<file path="config.mk">
export PLATFORM = sky130hd
export DESIGN_NAME = uart_rx_frame_ctrl
export DESIGN_NICKNAME = d
export VERILOG_FILES = /design/src/rtl/uart_rx_frame_ctrl.sv
export SDC_FILE = /design/constraint.sdc
export NUM_CORES = 1
export LEC_CHECK = 0
export BUFFER_PORTS_ARGS = -buffer_cell sky130_fd_sc_hd__buf_2
export CAP_MARGIN = 30
export CORE_MARGIN = 2
export CORE_UTILIZATION = 42
export DETAILED_ROUTE_END_ITERATION = 7
export GPL_TIMING_DRIVEN = 0
export PLACE_DENSITY = 0.64
export SLEW_MARGIN = 20
export SYNTH_ARGS = -nofsm -noshare
export SYNTH_HDL_FRONTEND = slang
export SYNTH_SLANG_ARGS = --single-unit
</file>
<file path="constraint.sdc">
create_clock -name Clk -period 2.39 [get_ports Clk]
set_input_delay 0.1195 -clock Clk [delete_from_list [all_inputs] [get_ports Clk]]
set_output_delay 0.1195 -clock Clk [all_outputs]
set_load 0.005 [all_outputs]
</file>
<file path="src/rtl/uart_rx_frame_ctrl.sv">
// Frame controller behind the UART receiver: turns SYNC/ADDR/LEN/payload frames into register writes.
// Define UART_FRAME_CHECKSUM_EN for the buffered build with a trailing CHK byte and commit phase.
module uart_rx_frame_ctrl #(
  parameter int unsigned          MAX_LEN   = 16,
  parameter int unsigned          TIMEOUT_N = 16,
  parameter logic [TIMEOUT_N-1:0] TIMEOUT   = 16'd50000,
  parameter logic [7:0]           SYNC      = 8'hA5
) (
  input  logic       Clk,
  input  logic       nReset,
  input  logic [7:0] RxData,
  input  logic       RxReady,
  output logic       RxAck,
  output logic [7:0] WrAddress,
  output logic [7:0] WrData,
  output logic       WrEnable,
  output logic       FrameOk,
  output logic       FrameError,
  output logic       Busy
);

  typedef enum logic [2:0] {
    S_HUNT, S_ADDR, S_LEN, S_PAYLOAD, S_CHECK, S_COMMIT
  } state_t;

  localparam logic [7:0]           MAX_LEN_B = 8'(MAX_LEN);
  localparam logic [TIMEOUT_N-1:0] TMO_ONE   = TIMEOUT_N'(1);
  localparam logic [TIMEOUT_N-1:0] TMO_LAST  = TIMEOUT - TMO_ONE;

  state_t               state_q, state_d;
  logic                 ack_q, ack_d;
  logic [7:0]           addr_q, addr_d;
  logic [7:0]           len_q, len_d;
  logic [7:0]           idx_q, idx_d;
  logic [TIMEOUT_N-1:0] tmo_q, tmo_d;
  logic                 wr_en_q, wr_en_d;
  logic [7:0]           wr_addr_q, wr_addr_d;
  logic [7:0]           wr_data_q, wr_data_d;
  logic                 ok_q, ok_d;
  logic                 err_q, err_d;
  logic                 cap;
  logic                 counting;

`ifdef UART_FRAME_CHECKSUM_EN
  localparam int unsigned IDX_W = (MAX_LEN > 1) ? $clog2(MAX_LEN) : 1;
  logic [7:0] sum_q, sum_d;
  logic [7:0] chk_sum;
  logic [7:0] buf_q [MAX_LEN];

  // Payload storage needs no reset: it is always rewritten before being committed.
  always_ff @(posedge Clk) begin
    if (state_q == S_PAYLOAD && cap) buf_q[idx_q[IDX_W-1:0]] <= RxData;
  end
`endif

  always_comb begin
    state_d   = state_q;
    ack_d     = ack_q;
    addr_d    = addr_q;
    len_d     = len_q;
    idx_d     = idx_q;
    wr_en_d   = 1'b0;
    wr_addr_d = wr_addr_q;
    wr_data_d = wr_data_q;
    ok_d      = 1'b0;
    err_d     = 1'b0;
    cap       = 1'b0;
`ifdef UART_FRAME_CHECKSUM_EN
    sum_d     = sum_q;
    chk_sum   = sum_q + RxData;
`endif

    // Four-phase handshake; capture is suppressed while committing buffered writes.
    if (ack_q) begin
      if (!RxReady) ack_d = 1'b0;
    end else if (RxReady && state_q != S_COMMIT) begin
      cap   = 1'b1;
      ack_d = 1'b1;
    end

    counting = (state_q == S_ADDR) || (state_q == S_LEN) ||
               (state_q == S_PAYLOAD) || (state_q == S_CHECK);
    if (cap || !counting) tmo_d = '0;
    else                  tmo_d = tmo_q + TMO_ONE;

    case (state_q)
      S_HUNT: begin
        if (cap && RxData == SYNC) state_d = S_ADDR;
      end
      S_ADDR: begin
        if (cap) begin
          addr_d  = RxData;
          state_d = S_LEN;
`ifdef UART_FRAME_CHECKSUM_EN
          sum_d   = RxData;
`endif
        end
      end
      S_LEN: begin
        if (cap) begin
          len_d = RxData;
          idx_d = 8'd0;
`ifdef UART_FRAME_CHECKSUM_EN
          sum_d = chk_sum;
`endif
          if (RxData > MAX_LEN_B) begin
            err_d   = 1'b1;
            state_d = S_HUNT;
          end else if (RxData == 8'd0) begin
`ifdef UART_FRAME_CHECKSUM_EN
            state_d = S_CHECK;
`else
            ok_d    = 1'b1;
            state_d = S_HUNT;
`endif
          end else begin
            state_d = S_PAYLOAD;
          end
        end
      end
      S_PAYLOAD: begin
        if (cap) begin
          idx_d = idx_q + 8'd1;
`ifdef UART_FRAME_CHECKSUM_EN
          sum_d = chk_sum;
          if (idx_q + 8'd1 == len_q) state_d = S_CHECK;
`else
          wr_en_d   = 1'b1;
          wr_addr_d = addr_q + idx_q;
          wr_data_d = RxData;
          // A one-cycle Commit visit places FrameOk after the final write strobe.
          if (idx_q + 8'd1 == len_q) state_d = S_COMMIT;
`endif
        end
      end
`ifdef UART_FRAME_CHECKSUM_EN
      S_CHECK: begin
        if (cap) begin
          if (chk_sum != 8'h00) begin
            err_d   = 1'b1;
            state_d = S_HUNT;
          end else if (len_q == 8'd0) begin
            ok_d    = 1'b1;
            state_d = S_HUNT;
          end else begin
            wr_en_d   = 1'b1;
            wr_addr_d = addr_q;
            wr_data_d = buf_q[0];
            idx_d     = 8'd1;
            state_d   = S_COMMIT;
          end
        end
      end
      S_COMMIT: begin
        if (idx_q == len_q) begin
          ok_d    = 1'b1;
          state_d = S_HUNT;
        end else begin
          wr_en_d   = 1'b1;
          wr_addr_d = addr_q + idx_q;
          wr_data_d = buf_q[idx_q[IDX_W-1:0]];
          idx_d     = idx_q + 8'd1;
        end
      end
`else
      S_COMMIT: begin
        ok_d    = 1'b1;
        state_d = S_HUNT;
      end
`endif
      default: state_d = S_HUNT;
    endcase

    if (counting && !cap && tmo_q == TMO_LAST) begin
      err_d   = 1'b1;
      state_d = S_HUNT;
      tmo_d   = '0;
    end
  end

  always_ff @(posedge Clk or negedge nReset) begin
    if (!nReset) begin
      state_q   <= S_HUNT;
      ack_q     <= 1'b0;
      addr_q    <= 8'd0;
      len_q     <= 8'd0;
      idx_q     <= 8'd0;
      tmo_q     <= '0;
      wr_en_q   <= 1'b0;
      wr_addr_q <= 8'd0;
      wr_data_q <= 8'd0;
      ok_q      <= 1'b0;
      err_q     <= 1'b0;
`ifdef UART_FRAME_CHECKSUM_EN
      sum_q     <= 8'd0;
`endif
    end else begin
      state_q   <= state_d;
      ack_q     <= ack_d;
      addr_q    <= addr_d;
      len_q     <= len_d;
      idx_q     <= idx_d;
      tmo_q     <= tmo_d;
      wr_en_q   <= wr_en_d;
      wr_addr_q <= wr_addr_d;
      wr_data_q <= wr_data_d;
      ok_q      <= ok_d;
      err_q     <= err_d;
`ifdef UART_FRAME_CHECKSUM_EN
      sum_q     <= sum_d;
`endif
    end
  end

  assign RxAck      = ack_q;
  assign WrAddress  = wr_addr_q;
  assign WrData     = wr_data_q;
  assign WrEnable   = wr_en_q;
  assign FrameOk    = ok_q;
  assign FrameError = err_q;
  assign Busy       = (state_q != S_HUNT);

endmodule

</file>
After elaboration in Yosys (flattened, before gate mapping)
Cells that the tools add are included.

Memories kept: 0. Latch bits: 0. RAM bits: 0. ROM bits: 0. Flip-flop bits (word level): 63. Word-level logic and storage cells: 78.

Equal/unequal tests: 16. Shift operators: 0. Reductions and logical operators: 19. Add/sub/neg operators: 3. Multipliers: 0. Div/mod/pow operators: 0. Mux-type cells: 28. Bitwise logic cells: 0. Magnitude comparators: 1.

Operators with widths (count): 16-bit two-way mux (2); 3-bit two-way mux (6); 16-bit by 1-bit adder with 16-bit output (second input constant) (1); 16-bit == test (second input constant) (1); 8-bit two-way mux (2); 8-bit one-hot mux with 2 select lines (1); 1-bit two-way mux (13); 3-bit one-hot mux with 4 select lines (1); 3-bit by 2-bit != test with 1-bit output (second input constant) (3); 8-bit by 1-bit adder with 8-bit output (second input constant) (1); 8-bit adder (1); 8-bit == test (1); 8-bit == test (second input constant) (1); 8-bit by 5-bit greater-than comparator with 1-bit output (second input constant) (1); 8-bit logical NOT (1); 3-bit by 2-bit == test with 1-bit output (second input constant) (2); 3-bit == test (second input constant) (2); 3-bit != test (second input constant) (2); 2-bit AND reduction (3); 5-bit AND reduction (1); 1-bit logical AND (4); 1-bit logical OR (4); 2-bit two-way mux (2); 2-bit != test (second input constant) (2); 8 further kinds (9).

Logic depth before layout (Yosys ltp)
Gate-level depths: netlist (run 1).

Depth after elaboration: 9. Mapped depth: 9.

Least setup slack after synthesis (run 1)
No wires, ideal clock.

Path type: register to register. From: register idx_q[0]. To: register state_q[1]. Buffers on the path: 0. Library setup time: 0.119 ns. Stages on the path, launching flop included: 8. Arrival: 1.791 ns. Slack: 0.480 ns. Cells stage by stage: dfrtp_1 ha_1 and3_1 nand3_1 xnor2_1 a2111oi_1 a41oi_1 o21a_1.

Word-level cells in the longest chain between the ends: 4.

Ends and longest elaborated chain: start: declaration (line 34) `logic [7:0] idx_q, idx_d;`; start signal: assignment (line 202) `idx_q <= idx_d;`; 8-bit by 1-bit adder with 8-bit output (line 132) `if (idx_q + 8'd1 == len_q) state_d = S_COMMIT;`; 8-bit == test (line 132); 3-bit by 1-bit != test with 1-bit output (no line); 5-bit AND reduction (no line); end signal: assignment (line 198) `state_q <= state_d;`; end: declaration (line 30) `state_t state_q, state_d;`.

No other way between the ends. A chain may end at the register's enable or synchronous reset.

Worst setup path after layout (run 1)
From: register idx_q[0]. To: register wr_addr_q[6], in the netlist WrAddress[6].

Word-level cells in the longest chain between the ends: 1.

Ends and longest elaborated chain: 8-bit adder (line 129) `wr_addr_d = addr_q + idx_q;`; end signal: assignment (line 205) `wr_addr_q <= wr_addr_d;`; end: declaration (line 37) `logic [7:0] wr_addr_q, wr_addr_d;`.

No other way between the ends.

==> results of run 1 <==
-- synth_stat cells (2+ instances only) --
| master | instances | area share |
|---|---|---|
| nand2_1 | 49 | 0.058 |
| buf_2 | 4 | 0.0063 |
| nor2b_1 | 3 | 0.0059 |
| o21a_1 | 3 | 0.0071 |
| a31oi_1 | 3 | 0.0059 |
| inv_1 | 9 | 0.011 |
| dfrtp_1 | 63 | 0.50 |
| nor2_1 | 28 | 0.033 |
| nand4_1 | 5 | 0.0099 |
| nand3_1 | 12 | 0.019 |
| clkbuf_1 | 6 | 0.0071 |
| xnor2_1 | 15 | 0.042 |
| ha_1 | 9 | 0.036 |
| nor3b_1 | 3 | 0.0071 |
| mux2i_1 | 2 | 0.0063 |
| a21o_1 | 2 | 0.0047 |
| nor3_1 | 3 | 0.0047 |
| mux2_2 | 14 | 0.050 |
| and3_1 | 5 | 0.0099 |
| a21oi_1 | 4 | 0.0063 |
| o21ai_0 | 24 | 0.038 |
| nand2b_1 | 3 | 0.0059 |
| and4_1 | 2 | 0.0055 |
| o31ai_1 | 5 | 0.012 |
| xor2_1 | 17 | 0.047 |
-- worst paths after layout --
| path | to | slack (ns) | depth (start not counted) |
|---|---|---|---|
| worst max-delay path | WrAddress[6] | 0.24 | 9 |
| worst min-delay path | FrameOk | 0.04 | 2 |
| worst max register to register | WrAddress[6] | 0.24 | 9 |
| worst min register to register | WrData[4] | 0.47 | 2 |
| max in group asynchronous | WrAddress[7] | 1.64 | 3 |
| min in group asynchronous | WrData[3] | 0.24 | 2 |
-- cell families after synthesis --
family	share of synthesized area
and+or+nand+nor	0.188
buffers and inverters	0.0289
xor gates and xnor gates	0.0886
adders and majority gates	0.0419
DFF	0.498
AOI/OAI and AO/OA	0.0981
muxes	0.0562
-- power by group through the flow --
stage | Combinational, W | Sequential (W) | Clock, W
floorplan | 0.000383 | 0.00134 | 0
global placement | 0.000516 | 0.00135 | 0
detailed placement | 0.000536 | 0.00136 | 0
CTS | 0.000543 | 0.00134 | 0.000935
global route | 0.000618 | 0.00137 | 0.000979
finish | 0.000544 | 0.00134 | 0.000908
-- area by class of cell --
| class | instances | area (sq um) | area share |
|---|---|---|---|
| inverter | 10 | 37.5 | 0.0102 |
| timing repair buffer | 34 | 198 | 0.0537 |
| clock buffer | 13 | 149 | 0.0404 |
| sequential | 63 | 1580 | 0.428 |
| buffer | 11 | 53.8 | 0.0146 |
| multi-input combinational | 230 | 1500 | 0.408 |
| clock inverter | 3 | 42.5 | 0.0116 |
| tap | 99 | 124 | 0.0337 |
-- stage by stage --
step | total power (W) | std cells | util
after floorplan | 0.00173 | 314 | -
after global placement | 0.00187 | 444 | 0.472
after detailed placement | 0.00190 | 445 | 0.475
after CTS | 0.00282 | 463 | 0.504
after global routing | 0.00297 | 463 | 0.505
final | 0.00279 | 463 | 0.505
-- flip-flops by register name (all words and copies together) (netlist names) --
name / cells
WrData: 8
FrameError: 1
addr_q: 8
tmo_q: 16
idx_q: 8
len_q: 8
WrAddress: 8
FrameOk: 1
WrEnable: 1
RxAck: 1
state_q: 3
-- what timing repair did --
item,in CTS,in global routing
resized for setup,0,1
setup endpoints to repair,0,1
hold buffers,2,0
hold endpoints to repair,26,0
-- routing by layer --
metal	vias up	wire, microns
met5	-	0
li1	1173	-
met3	5	212
met4	0	59
met1	1100	3340
met2	40	2710
==> reports/summary.txt, run 1 <==
Crit path largest cell delay -> 0.48 ns
Logic pwr share -> 0.195
CP Launch Type -> flop
number of H-tree levels -> 3
Clock power frac -> 0.325
Top cell by count, worst path -> o21ai_0
Rel. slew slack -> 0.627
synthesized area -> 3160 sq um
die width -> 90.8 microns
Avg Cell Area, Syn -> 10.1 sq um
CP endpoint kind -> flop
via count -> 2,318
initial antenna violation count -> 0
post-route setup TNS -> 0 ns
worst hold path type -> primary input to flop
Row Count -> 31
Total GRT Usage -> 0.165
Final WS setup -> 0.236 ns
Yosys cell types -> 46
clock latency on the worst-skew pair -> 0.33 ns
Fin. Hold Viols -> 0
via count of the first global-routing pass -> 2,228
Worst Path Arrival -> 2.38 ns
Pre-antenna DRT Iters -> 4
RSZ-0062 raised after global routing -> false
DRT iter0 DRCs -> 86
peak supply drop -> 424 uV
grt met3 use -> 0.0401
async set-reset flop share out of synthesis -> 1.00
Psw -> 0.000768 W
Worst-path clk slew -> 0.07 ns
min-delay src -> RxData[4]
Critical Path Source -> idx_q[0]
# setup viols final -> 0
sequential fraction of the synthesis area -> 0.498
WHS -> 0.0418 ns
commonest non-fill, non-tap cells in the layout -> dfrtp_1 (63), nand2_1 (49), buf_2 (34)
Reg power frac -> 0.480
Starting Density -> 0.434
Syn Inst Count -> 314
Req. time, crit path -> 2.61 ns
Max Freq -> 464 MHz
dpl ws -> 0.170 ns
R2R Path Start -> idx_q[0]
Slew Viols, Final -> 0
Yosys warnings -> 0
status -> completed
I/O Buffers -> 31
met1 usage -> 0.249
largest net degree at the start of global routing -> 39
dpl hpwl -> 4630 microns
CP Class -> flop to flop
Post-synth EDFFs -> 0
crit share post-route -> 0.901
Slew @ Worst Pin -> 0.559 ns
total gr overflow -> 0
fill cell count -> 704
clock buffer depth -> 2
Antenna Nets Post-Route -> 0
clk root buf -> clkbuf_8
Post-CTS Repair Setup Buffers -> 0
drt wl/cell -> 13.6 microns
most common cell after layout, fill and taps aside -> dfrtp_1
Clock Sinks -> 63
# DRC -> 0
share of cells above drive strength 1 -> 0.198
Leak -> 1.74 nW
Post-DP Area -> 3460 sq um
crit-path cells -> ha_1 > inv_1 > fa_1 > nor2b_1 > o21ai_0 > a21boi_0 > o21ai_0 > mux2i_1 > nand2_1
CTS tree -> done
Synth Register Bits -> 63
gp weighted congestion -> 0.796
die height -> 90.8 microns
power per cell area -> 759 nW/um^2
global route hottest layer -> met1
crit-path leading delay family -> adder cells
# Max-Cap Violations -> 0
CP max stage cell -> dfrtp_1
CTS Buf Count -> 9
Die ar. -> 8240 sq um
Syn-to-layout area delta -> 16.4%
Syn Nets -> 335
final worst path period need -> 2.15 ns
switching share of power -> 0.275
drt via density -> 5.01
Post-synth top flop -> dfrtp_1
first-pass GRT wire length -> 10,900 microns
Power Internal -> 0.00203 W
WP buf/inv -> 1
fin area -> 3680 sq um
drt total wl -> 6320 microns
GRT met2 Usage -> 0.236
num ports -> 32
placeable core area -> 7290 sq um
Critical Path Fanout Max -> 7
# nets final -> 380
Post-Route Skew -> 0.00954 ns
Inserted Diodes -> 0
(Power assumes the default switching activity.)
==> run 2, diff against run 1 <==
CORE_MARGIN = 8   (was 2)
==> run 2 against run 1 <==
Against the previous run:
- register-to-register slack barely moved
- non-clock buffer count did not move
- combinational power barely moved
- hold slack worse by 0.0044 ns
- final cell count fell by 0.22%
- sequential power barely moved
- sequential share of layout area shrank 0.073 points
- fmax down 0.69%
- clock skew shrank 0.0012 ns
- first-iteration DRC count up 43%
- sequential cell count did not move
- critical path type unchanged
- largest power group unchanged
==> reports/summary.txt, run 2 (same netlist as run 1, synthesis figures left out) <==
first-pass GRT wire length -> 11,500 microns
Inserted Diodes -> 0
met1 wire length -> 3410 microns
Rel. slew slack -> 0.626
max reg flops -> 16
die width -> 103 microns
min-delay src -> RxData[4]
# Max-Cap Violations -> 0
RSZ-0062 raised after global routing -> false
largest net degree at the start of global routing -> 40
Slew Viols, Final -> 0
Post-DP Area -> 3460 sq um
Leak -> 1.74 nW
WHS -> 0.0374 ns
via count -> 2,378
Post-Route Skew -> 0.00831 ns
# setup viols final -> 0
Final WS setup -> 0.221 ns
R2R Path Start -> idx_q[0]
Starting Density -> 0.434
FF-to-FF path depth -> 9
# DRC -> 0
Die ar. -> 10,600 sq um
Post-CTS Repair Setup Buffers -> 0
peak supply drop -> 432 uV
Worst R2R Setup Slack -> 0.22 ns
DRT iter0 DRCs -> 123
wire length on met3 -> 343 microns
CTS tree -> done
die height -> 103 microns
CP Launch Type -> flop
Req. time, crit path -> 2.61 ns
crit share post-route -> 0.908
commonest non-fill, non-tap cells in the layout -> dfrtp_1 (63), nand2_1 (49), buf_2 (34)
Reg power frac -> 0.477
CP endpoint kind -> flop
Row Count -> 31
Total GRT Usage -> 0.141
switching share of power -> 0.276
Endpoint, Worst Hold -> FrameOk
CTS Buf Count -> 9
# nets final -> 380
Antenna Nets Post-Route -> 0
share of cells above drive strength 1 -> 0.201
final worst path period need -> 2.17 ns
status -> completed
CP Class -> flop to flop
Worst Hold Path Cells -> 2
most common cell after layout, fill and taps aside -> dfrtp_1
Max Used Layer -> met4
Pre-antenna DRT Iters -> 4
dpl hpwl -> 4950 microns
post-route setup TNS -> 0 ns
placeable core area -> 7290 sq um
number of H-tree levels -> 3
via count of the first global-routing pass -> 2,393
Reg with most FFs -> tmo_q
clock latency on the worst-skew pair -> 0.33 ns
Clock power frac -> 0.330
gp weighted congestion -> 0.859
dpl ws -> 0.109 ns
Fin. Hold Viols -> 0
num ports -> 32
met2 WL -> 2910 microns
fin area -> 3690 sq um
Clock Sinks -> 63
I/O Buffers -> 31
power per cell area -> 766 nW/um^2
drt total wl -> 6750 microns
clk root buf -> clkbuf_8
drt via density -> 5.15
Pwr Total -> 0.00283 W
clock buffer depth -> 2
Worst-path clk slew -> 0.07 ns
drt wl/cell -> 14.6 microns
Slew @ Worst Pin -> 0.561 ns
initial antenna violation count -> 0
Worst Path Arrival -> 2.39 ns
Critical Path Fanout Max -> 7
Max Freq -> 461 MHz
Logic pwr share -> 0.193
total gr overflow -> 0
worst hold path type -> primary input to flop
Psw -> 0.000780 W
reg-to-reg endpoint -> WrAddress[6]
Syn-to-layout area delta -> 16.6%
Power Internal -> 0.00205 W
==> run 2: changes by cell type in the layout (fill, tap and decap cells not counted), sizes merged <==
| cell | delta |
|---|---|
| clkbuf | -1 |
==> run 2: area by class of cell <==
class	count	area (sq um)
timing repair buffer	34	198
clock inverter	3	42.5
clock buffer	12	155
buffer	11	53.8
fill	727	3600
inverter	10	37.5
multi-input combinational	230	1500
sequential	63	1580
tap	99	124
==> run 2: repair_timing <==
| item | CTS | global route |
|---|---|---|
| hold buffers | 2 | 0 |
| gates resized for setup | 0 | 1 |
| setup endpoints to repair | 0 | 1 |
| hold endpoints to repair | 25 | 0 |
==> run 2: layer usage <==
layer  vias up  global-route usage
met4         0              0.0679
met1      1148               0.192
met3         7              0.0344
met2        54               0.205
met5         -                   0
li1       1169                   -
==> run 2: through the flow <==
step / std cells / utilization
after floorplan: 314 / -
after global placement: 444 / 0.472
after detailed placement: 445 / 0.475
after CTS: 462 / 0.505
after global routing: 462 / 0.506
final: 462 / 0.506
==> run 2: worst max-delay path, stage by stage, from the launching register on <==
cell	delay [ns]
dfrtp_1	0.48
ha_1	0.24
inv_1	0.06
fa_1	0.39
nor2b_1	0.12
o21ai_0	0.11
a21boi_0	0.28
o21ai_0	0.15
mux2i_1	0.16
nand2_1	0.06
==> run 2: worst max-delay path by stage <==
stage	endpoint	slack, ns	start	cells after the start
floorplan	state_q[1]	0.48	idx_q[0]	7
global placement	state_q[1]	0.15	idx_q[0]	7
detailed placement	state_q[1]	0.11	idx_q[0]	7
CTS	state_q[1]	0.09	idx_q[0]	7
global route	state_q[1]	0.04	idx_q[0]	7
finish	WrAddress[6]	0.22	idx_q[0]	9
==> run 2: power by group through the flow <==
| stage | Sequential [W] | Combinational, W | Clock, W |
|---|---|---|---|
| 2_1_floorplan | 0.00134 | 0.000383 | 0 |
| 3_3_place_gp | 0.00135 | 0.000519 | 0 |
| 3_5_place_dp | 0.00137 | 0.000541 | 0 |
| 4_1_cts | 0.00135 | 0.000547 | 0.000954 |
| 5_1_grt | 0.00137 | 0.000624 | 0.000996 |
| 6_report | 0.00135 | 0.000546 | 0.000933 |
